**src/rtl/bnn_pkg.sv**
```systemverilog
// Shared definitions for the binary-MAC loader: default geometry,
// packed word width and the loader FSM state encoding.
package bnn_pkg;

    localparam int ELEM_W_DEF = 7;
    localparam int LANES_DEF  = 8;
    localparam int ADDR_W_DEF = 8;
    localparam int WORD_W     = ELEM_W_DEF * LANES_DEF;

    typedef enum logic [2:0] {
        IDLE  = 3'd0,
        FILL  = 3'd1,
        FLUSH = 3'd2,
        WAIT  = 3'd3,
        RUN   = 3'd4,
        DRAIN = 3'd5
    } state_t;

endpackage

```
**src/rtl/bnn_run_seq.sv**
```systemverilog
// Replay sequencer for the popcount engine. A start pulse latches the word
// count N. The run then steps through phases 0..N+3: phase 0 clears the
// accumulator, phases 1..N drive read addresses 0..N-1, phases 2..N+1
// enable accumulation (one cycle of SRAM read latency), phase N+2 drains and
// phase N+3 pulses done. last_run flags the final RUN phase (N+1) so the
// parent FSM can step into DRAIN on the right edge.
module bnn_run_seq
    import bnn_pkg::*;
#(
    parameter int ADDR_W = ADDR_W_DEF
) (
    input  logic              clk,
    input  logic              rst,
    input  logic              start,
    input  logic [ADDR_W:0]   n,
    output logic [ADDR_W-1:0] rd_addr,
    output logic              acc_en,
    output logic              acc_clr,
    output logic              done,
    output logic              last_run
);

    localparam int PH_W = ADDR_W + 2;

    logic              active_r;
    logic [ADDR_W:0]   n_r;
    logic [PH_W-1:0]   phase_r;
    logic [PH_W-1:0]   phase_nxt_s;
    logic [PH_W-1:0]   n_ext_s;
    logic [ADDR_W-1:0] rd_addr_r;
    logic              acc_en_r;
    logic              acc_clr_r;
    logic              done_r;

    // Next phase and detection of the last RUN phase
    always_comb begin
        n_ext_s     = {1'b0, n_r};
        phase_nxt_s = phase_r + PH_W'(1);
        last_run    = active_r && (phase_r == (n_ext_s + PH_W'(1)));
    end

    // Phase counter and registered engine controls
    always_ff @(posedge clk or negedge rst) begin
        if (!rst) begin
            active_r  <= 1'b0;
            n_r       <= '0;
            phase_r   <= '0;
            rd_addr_r <= '0;
            acc_en_r  <= 1'b0;
            acc_clr_r <= 1'b0;
            done_r    <= 1'b0;
        end else if (start) begin
            active_r  <= 1'b1;
            n_r       <= n;
            phase_r   <= '0;
            acc_en_r  <= 1'b0;
            acc_clr_r <= 1'b1;
            done_r    <= 1'b0;
        end else if (active_r) begin
            phase_r   <= phase_nxt_s;
            acc_clr_r <= 1'b0;
            if ((phase_nxt_s >= PH_W'(1)) && (phase_nxt_s <= n_ext_s)) begin
                rd_addr_r <= ADDR_W'(phase_nxt_s - PH_W'(1));
            end
            acc_en_r <= (phase_nxt_s >= PH_W'(2)) && (phase_nxt_s <= (n_ext_s + PH_W'(1)));
            done_r   <= (phase_nxt_s == (n_ext_s + PH_W'(3)));
            if (phase_nxt_s == (n_ext_s + PH_W'(3))) begin
                active_r <= 1'b0;
            end
        end else begin
            acc_en_r  <= 1'b0;
            acc_clr_r <= 1'b0;
            done_r    <= 1'b0;
        end
    end

    assign rd_addr = rd_addr_r;
    assign acc_en  = acc_en_r;
    assign acc_clr = acc_clr_r;
    assign done    = done_r;

endmodule

```
**src/rtl/bnn_loader.sv**
```systemverilog
// Stream-to-SRAM packer and compute sequencer for the binary-MAC datapath.
// Packs LANES elements per SRAM word (last lane is the weight), writes
// words at incrementing addresses, then replays the frame through the read
// port via bnn_run_seq.
// Build option: BNN_LOADER_AUTORUN_EN - when defined, a closed frame starts
// the run immediately and `start` is ignored; otherwise the block parks in
// WAIT until a `start` pulse.
module bnn_loader
    import bnn_pkg::*;
#(
    parameter int ELEM_W = ELEM_W_DEF,
    parameter int LANES  = LANES_DEF,
    parameter int ADDR_W = ADDR_W_DEF
) (
    input  logic                      clk,
    input  logic                      rst,
    input  logic                      s_valid,
    input  logic [ELEM_W-1:0]         s_data,
    input  logic                      s_last,
    output logic                      s_ready,
    input  logic                      start,
    output logic                      we,
    output logic [ADDR_W-1:0]         addr_w,
    output logic [ELEM_W*LANES-1:0]   data_w,
    output logic [ADDR_W-1:0]         addr_r,
    output logic                      w_en,
    output logic                      c_rst,
    output logic                      busy,
    output logic                      done,
    output logic [ADDR_W:0]           words,
    output logic                      ovf
);

    localparam int DATA_W = ELEM_W * LANES;
    localparam int LANE_W = (LANES > 1) ? $clog2(LANES) : 1;
    localparam int CNT_W  = ADDR_W + 1;

`ifdef BNN_LOADER_AUTORUN_EN
    localparam state_t LOADED_ST = RUN;
`else
    localparam state_t LOADED_ST = WAIT;
`endif

    state_t            state_r;
    state_t            state_nxt_s;
    logic              s_ready_r;
    logic              busy_r;
    logic              we_r;
    logic [ADDR_W-1:0] addr_w_r;
    logic [DATA_W-1:0] data_w_r;
    logic [CNT_W-1:0]  words_r;
    logic              ovf_r;
    logic [LANE_W-1:0] lane_r;
    logic [DATA_W-1:0] stage_r;
    logic [ADDR_W-1:0] wptr_r;

    logic              hs_s;
    logic [LANE_W-1:0] lane_sel_s;
    logic [ADDR_W-1:0] wptr_sel_s;
    logic [CNT_W-1:0]  words_base_s;
    logic [CNT_W-1:0]  words_nxt_s;
    logic              ovf_base_s;
    logic [DATA_W-1:0] word_s;
    logic              lane_full_s;
    logic              at_top_s;
    logic              close_s;
    logic              hit_top_s;
    logic              frame_end_s;
    logic              run_start_s;
    logic              last_run_s;

    // Handshake decode; the first element of a frame starts from a clean slate
    always_comb begin
        hs_s = s_valid && s_ready_r;
        if (state_r == IDLE) begin
            lane_sel_s   = '0;
            wptr_sel_s   = '0;
            words_base_s = '0;
            ovf_base_s   = 1'b0;
            word_s       = '0;
        end else begin
            lane_sel_s   = lane_r;
            wptr_sel_s   = wptr_r;
            words_base_s = words_r;
            ovf_base_s   = ovf_r;
            word_s       = stage_r;
        end
        word_s[ELEM_W*lane_sel_s +: ELEM_W] = s_data;
        lane_full_s = (lane_sel_s == LANE_W'(LANES - 1));
        at_top_s    = (wptr_sel_s == {ADDR_W{1'b1}});
        close_s     = hs_s && (lane_full_s || s_last);
        hit_top_s   = hs_s && lane_full_s && at_top_s && !s_last;
        frame_end_s = (hs_s && s_last) || hit_top_s;
        if (close_s) begin
            words_nxt_s = words_base_s + CNT_W'(1);
        end else begin
            words_nxt_s = words_r;
        end
    end

    // Loader FSM next-state logic
    always_comb begin
        state_nxt_s = state_r;
        case (state_r)
            IDLE, FILL: begin
                if (frame_end_s) begin
                    state_nxt_s = lane_full_s ? LOADED_ST : FLUSH;
                end else if (hs_s) begin
                    state_nxt_s = FILL;
                end else begin
                    state_nxt_s = state_r;
                end
            end
            FLUSH: state_nxt_s = LOADED_ST;
`ifdef BNN_LOADER_AUTORUN_EN
            WAIT:  state_nxt_s = IDLE;
`else
            WAIT: begin
                if (start) begin
                    state_nxt_s = RUN;
                end else begin
                    state_nxt_s = WAIT;
                end
            end
`endif
            RUN: begin
                if (last_run_s) begin
                    state_nxt_s = DRAIN;
                end else begin
                    state_nxt_s = RUN;
                end
            end
            DRAIN:   state_nxt_s = IDLE;
            default: state_nxt_s = IDLE;
        endcase
        run_start_s = (state_nxt_s == RUN) && (state_r != RUN);
    end

    // State register and the flags that follow directly from the next state
    always_ff @(posedge clk or negedge rst) begin
        if (!rst) begin
            state_r   <= IDLE;
            s_ready_r <= 1'b0;
            busy_r    <= 1'b0;
        end else begin
            state_r   <= state_nxt_s;
            s_ready_r <= (state_nxt_s == IDLE) || (state_nxt_s == FILL);
            busy_r    <= (state_nxt_s != IDLE);
        end
    end

    // Lane packing, write port and frame bookkeeping
    always_ff @(posedge clk or negedge rst) begin
        if (!rst) begin
            we_r     <= 1'b0;
            addr_w_r <= '0;
            data_w_r <= '0;
            words_r  <= '0;
            ovf_r    <= 1'b0;
            lane_r   <= '0;
            stage_r  <= '0;
            wptr_r   <= '0;
        end else begin
            we_r <= close_s;
            if (close_s) begin
                addr_w_r <= wptr_sel_s;
                data_w_r <= word_s;
                stage_r  <= '0;
                lane_r   <= '0;
                wptr_r   <= at_top_s ? wptr_sel_s : (wptr_sel_s + ADDR_W'(1));
                words_r  <= words_nxt_s;
                ovf_r    <= ovf_base_s || hit_top_s;
            end else if (hs_s) begin
                stage_r  <= word_s;
                lane_r   <= lane_sel_s + LANE_W'(1);
                wptr_r   <= wptr_sel_s;
                words_r  <= words_base_s;
                ovf_r    <= ovf_base_s;
            end
        end
    end

    bnn_run_seq #(
        .ADDR_W (ADDR_W)
    ) u_run_seq (
        .clk      (clk),
        .rst      (rst),
        .start    (run_start_s),
        .n        (words_nxt_s),
        .rd_addr  (addr_r),
        .acc_en   (w_en),
        .acc_clr  (c_rst),
        .done     (done),
        .last_run (last_run_s)
    );

    assign s_ready = s_ready_r;
    assign busy    = busy_r;
    assign we      = we_r;
    assign addr_w  = addr_w_r;
    assign data_w  = data_w_r;
    assign words   = words_r;
    assign ovf     = ovf_r;

endmodule

```
**config.mk**
```make
export PLATFORM = sky130hd
export DESIGN_NAME = bnn_loader
export DESIGN_NICKNAME = d
export VERILOG_FILES = /design/src/rtl/bnn_pkg.sv /design/src/rtl/bnn_run_seq.sv /design/src/rtl/bnn_loader.sv
export SDC_FILE = /design/constraint.sdc
export NUM_CORES = 1
export LEC_CHECK = 0
export CAP_MARGIN = 15
export CORE_MARGIN = 5
export CORE_UTILIZATION = 57
export DETAILED_ROUTE_END_ITERATION = 8
export PLACE_DENSITY = 0.83
export SLEW_MARGIN = 20
export SYNTH_ARGS = -nofsm -noshare
export SYNTH_HDL_FRONTEND = slang
export SYNTH_SLANG_ARGS = --single-unit
```
**constraint.sdc**
```tcl
create_clock -name clk -period 4 [get_ports clk]
set_input_delay 0.4 -clock clk [delete_from_list [all_inputs] [get_ports clk]]
set_output_delay 0.4 -clock clk [all_outputs]
set_load 0.005 [all_outputs]
```
* Word-level counts from Yosys, hierarchy flattened
Cells that the tools add are included.
Cells by class: equality and inequality tests 11, add/subtract/negate cells 8, muxes and demuxes 34, $mul 1, reductions and logical operators 22, shift-type cells 2, bitwise logic cells 1, order comparisons 4
Operators by type and width (number):
- 56-bit two-way mux | 3
- 56-bit bitwise mux | 1
- 7-bit by 34-bit variable shift with 56-bit output (first input constant) | 1
- 7-bit by 34-bit indexed part select with 56-bit output | 1
- 9-bit two-way mux | 4
- 6-bit negator with 34-bit output | 1
- 8-bit two-way mux | 4
- 10-bit equality test | 2
- 10-bit two-way mux | 2
- 3-bit two-way mux | 6
- 1-bit two-way mux | 13
- 3-bit case mux with 4 select lines | 1
- 10-bit by 1-bit adder with 10-bit output (second input constant) | 1
- 9-bit by 1-bit adder with 10-bit output (second input constant) | 1
- 9-bit by 2-bit adder with 10-bit output (second input constant) | 1
- 10-bit by 1-bit greater-or-equal comparator with 1-bit output (second input constant) | 1
- 10-bit by 2-bit greater-or-equal comparator with 1-bit output (second input constant) | 1
- 10-bit less-or-equal comparator | 1
- 10-bit by 9-bit less-or-equal comparator with 1-bit output | 1
- 1-bit logical AND | 10
- 9-bit by 1-bit adder with 9-bit output (second input constant) | 1
- 3-bit equality test (second input constant) | 3
- 8-bit by 1-bit adder with 8-bit output (second input constant) | 1
- 8-bit equality test (second input constant) | 1
- other kinds (14) | 21
Word-level totals: output and inout port bits 88, bits in registers 178, bits of input ports 12

* Logic depth before layout (Yosys ltp)
Gate-level depths: netlist of run 1.
depth after elaboration 13, gate-level depth with buffers 16

* Hierarchy
From an unflattened synthesis of run 1, not the netlist that was laid out.
Second synthesis, totals: cells, all modules 932, area, all modules 9421.5 um^2
By module, submodules not included:
- bnn_loader | times used 1, cells an instance 642, area an instance 6826.5 um^2, sequential area each 3678.5 um^2
- bnn_run_seq | times used 1, cells an instance 290, area an instance 2595.0 um^2, sequential area each 775.7 um^2

* Worst setup path before layout of run 1
Ideal clock, no wire load.
path kind register -> register, start point register state_r[0], end point register u_run_seq.n_r[1], required time 3.918 ns, buffers on the path 6, cell stages (with the launch flop) 15, arrival time 3.190 ns, setup time 0.082 ns, slack 0.728 ns, clock period less this slack 3.272 ns, cell sequence dfrtp_1 buf_6 or3_1 buf_6 clkbuf_1 clkbuf_1 nand2_1 inv_1 ha_1 ha_1 o21ai_1 clkbuf_1 buf_1 nand2_1 a31oi_1
Between the ends: cells in the longest elaborated chain, start to end 11, elaborated cells between the ends (all ways) 26, those cells by class add/sub: 1; eq/ne: 8; mux: 8; reduce/logical: 9
Ends and longest elaborated chain:
- start: declaration | RTL line bnn_loader.sv:44 | state_t state_r;
- start signal: assignment | RTL line bnn_loader.sv:146 | state_r <= state_nxt_s;
- 3-bit zero test | RTL line bnn_loader.sv:75, bnn_loader.sv:104
- 3-bit two-way mux | RTL line bnn_loader.sv:75 | if (state_r == IDLE) begin
- 3-bit equality test | RTL line bnn_loader.sv:89 | lane_full_s = (lane_sel_s == LANE_W'(LANES - 1));
- 1-bit logical AND (3 in a row) | RTL line bnn_loader.sv:92 | hit_top_s = hs_s && lane_full_s && at_top_s && !s_last;
- 1-bit logical OR | RTL line bnn_loader.sv:93 | frame_end_s = (hs_s && s_last) || hit_top_s;
- 3-bit two-way mux | RTL line bnn_loader.sv:106 | if (frame_end_s) begin
- 3-bit case mux with 4 select lines | RTL line bnn_loader.sv:104 | case (state_r)
- 3-bit equality test | RTL line bnn_loader.sv:136 | run_start_s = (state_nxt_s == RUN) && (state_r != RUN);
- 1-bit logical AND | RTL line bnn_loader.sv:136
- end signal: assignment | RTL line bnn_run_seq.sv:54 | n_r <= n;
- end: declaration | RTL line bnn_run_seq.sv:26 | logic [ADDR_W:0] n_r;
Parallel ways exist; a longest one is shown, timed or not. A chain may end at the register's enable or synchronous reset.

* Worst setup path after layout of run 1
start point register u_run_seq.phase_r[0], end point register u_run_seq.rd_addr_r[3] (netlist: u_run_seq.rd_addr[3])
Between the ends: cells in the longest elaborated chain, start to end 8, elaborated cells between the ends (all ways) 13, those cells by class add/sub: 2; order compare: 2; eq/ne: 2; mux: 2; bitwise: 1; reduce/logical: 4
Ends and longest elaborated chain:
- start: declaration | RTL line bnn_run_seq.sv:27 | logic [PH_W-1:0] phase_r;
- start signal: assignment | RTL line bnn_run_seq.sv:60 | phase_r <= phase_nxt_s;
- branches (longest 8 deep; another with 10-bit by 1-bit adder with 10-bit output)
- end signal: assignment | RTL line bnn_run_seq.sv:63 | rd_addr_r <= ADDR_W'(phase_nxt_s - PH_W'(1));
- end: declaration | RTL line bnn_run_seq.sv:30 | logic [ADDR_W-1:0] rd_addr_r;
Several ways; the timed one is not identified.

==> run metrics, run 1 <==
status finished clean; starting density of the core 0.582; CP max stage cell dfrtp_1; Crit Path Max Fanout 11; Num CTS Buffers 17; Reg area 4450 sq um; sequential area share after synthesis 0.480; post-detailed-routing wire length 23.3 mm; htree depth 4; delay-heaviest family, CP simple AND/OR/NAND/NOR gates; Slew @ Worst Pin 879 ps; CTS max path bufs 2; diode count 0; later-pin clock latency in the skew report 440 ps; fmax 290 MHz; Post-synth top flop dfrtp_1; CP max stage delay 610 ps; initial antenna violation count 0; Die Ht 138 microns; Nets 1056; Avg Inst Size Synth 9.74 sq um; wire per inst 18.8 microns; Max-cap violations 0; Critical Path AT 3760 ps; Layout area overhead 17.5%; YS warnings 0; first-pass GRT wire length 38.2 mm; RSZ-0062 raised after global routing false; Synth area leader dfrtp_1; Synth cell types 65; antenna-violating nets left 0; layout cell share with drive strength beyond 1 0.0604; DRT iter0 DRCs 695; Crit path buffers/inverters 0; Tot GR Track Use 0.258; dpl cells 1210; CTS sink count 178; Final Cycle Share 0.862; commonest non-fill, non-tap cells in the layout dfrtp_1, nor2_1, clkdlybuf4s50_1; CTS tree built; 1st-pass router iterations 5; crit end category flop; Pleak 4.65 nW; Die ar. 18900 sq um; clock skew 10.7 ps; Multi-input gate area 4410 sq um; Post-Syn Instances 952; final non-filler cell total 1242; Reg2Reg Setup Slack 550 ps; row count 46; PwrDens 777 nW/um^2; Final Hold Viols 0; vias 7678; post-cts sizing count 0; EDFF count, synth 0; Post-route DRC 0; Net Count, Synth 995; hold crit path type input port to asynchronous set/reset pin; pin count of the biggest net entering global routing 92; WP data required 4320 ps; port bufs 99; GPL Wtd Cong 0.944; startpoint types flop; Overflow after GRT 0; vias in the first global route 7378; top post-synthesis cells by area dfrtp_1, a22o_1, nor2_1; most common cell after layout, fill and taps aside dfrtp_1; drt via density 6.18; CTS Hold Bufs 0; VDD IR-drop max 0.000433 V; mapped cell area 9270 sq um; Ports 100; critical-path cell list nand4_1 -> nor3_1 -> xor2_1 -> ha_1 -> a211oi_1 -> o21ai_0 -> o221ai_1 -> nand3_2 -> mux2_1; Setup Crit Path Kind flop to flop; Slew Limit Fails 0; total power 0.00846 W; clock slew at reported path FFs 60 ps; core footprint 15900 sq um; setup TNS 0 ps; Synth top area share 0.480; postcts setup bufs 0; clk root buf clkbuf_16; max_slew headroom 0.406; asr flop ratio synth 1.00; minimum clock period 3450 ps; Setup Viol. Count Final 0; Fill cells 1260; hpwl dp 15.9 mm; #FFs+latches synth 178; Die W 138 microns
[synthesized netlist by cell type (3+ instances only)]
library cell	n
a31oi_1	40
o21ai_2	3
nor3_1	18
buf_2	15
mux2i_1	5
or4_1	3
o21ai_0	27
and3_1	11
a22o_1	61
a21oi_1	27
buf_1	12
xnor2_1	38
mux2_2	3
o211ai_1	4
xnor3_1	3
mux2_1	7
and3_4	3
o21ai_1	4
nand4_1	8
buf_6	6
a221oi_1	22
nor2b_1	3
nand2_1	81
nand3_1	74
ha_1	31
dfrtp_1	178
inv_1	23
clkbuf_1	34
a211oi_1	5
and2_1	8
xor2_1	19
nor2_1	118
nor4_1	7
a21o_1	8
or3_1	6
[power breakdown]
part           switching (W)  leakage (nW)  total, W  internal, W
combinational        0.00206          2.09   0.00390      0.00183
clock               0.000686         0.269   0.00162     0.000937
sequential          0.000563          2.29   0.00294      0.00238
total                0.00331          4.65   0.00846      0.00515
[flip-flops by register name, summed over array words and instances, names as in the netlist]
name	flops
data_w	56
words	9
addr_w	8
u_run_seq.acc_clr	1
u_run_seq.active_r	1
u_run_seq.n_r	9
busy	1
u_run_seq.phase_r	10
u_run_seq.rd_addr	8
stage_r	56
lane_r	3
s_ready	1
we	1
wptr_r	8
ovf	1
u_run_seq.acc_en	1
u_run_seq.done	1
state_r	3
[per-layer routing]
| layer | vias to the layer above | wire length [microns] | global-route usage |
|---|---|---|---|
| met3 | 37 | 1420 | 0.0508 |
| met5 | - | 0 | 0 |
| met2 | 310 | 11400 | 0.412 |
| met1 | 3788 | 10100 | 0.357 |
| li1 | 3543 | - | - |
| met4 | 0 | 395 | 0.0843 |
[through the flow]
stage | instance area (sq um) | hold WS, ps | worst slack (ps) | util
2_1_floorplan | 9270 | 104 | 728 | -
3_3_place_gp | 10300 | 469 | 563 | 0.648
3_5_place_dp | 10300 | 465 | 543 | 0.648
4_1_cts | 10900 | 56.8 | 524 | 0.683
5_1_grt | 10900 | 86.2 | 240 | 0.683
6_report | 10900 | 14.2 | 552 | 0.683
[layout make-up]
cell class,count,share of cell area
tap,216,0.0248
clock buffer,24,0.0424
clock inverter,8,0.00942
timing repair buffer,110,0.101
sequential,178,0.409
multi-input combinational,681,0.405
inverter,25,0.00873
[cell families (layout without fill, tap and decap cells)]
logic type | count (synthesis) | count (layout) | share of synthesized area
AO/OA/AOI/OAI | 216 | 216 | 0.167
AND/OR/NAND/NOR | 357 | 357 | 0.182
XOR/XNOR | 62 | 62 | 0.0659
buffers and inverters | 93 | 167 | 0.0449
flip-flops | 178 | 178 | 0.480
multiplexers | 15 | 15 | 0.0175
adder cells (fa/ha/maj) | 31 | 31 | 0.0418
[path summary, 6_finish.rpt]
| kind | from | endpoint | cells after the start |
|---|---|---|---|
| worst max-delay path | u_run_seq.phase_r[0] | u_run_seq.rd_addr[3] | 9 |
| worst min-delay path | rst | addr_w[2] | 1 |
| worst max register to register | u_run_seq.phase_r[0] | u_run_seq.rd_addr[3] | 9 |
| worst min register to register | addr_w[3] | addr_w[3] | 2 |
| max in group asynchronous | rst | u_run_seq.phase_r[2] | 2 |
| min in group clk | addr_w[3] | addr_w[3] | 2 |
(Power assumes the default switching activity.)
==> inputs of run 2 (changes only) <==
Settings changed: CTS_CLUSTER_DIAMETER from default to 150.
==> results of run 2 <==
The final DEF is identical to that of run 1; final timing and power are the same.
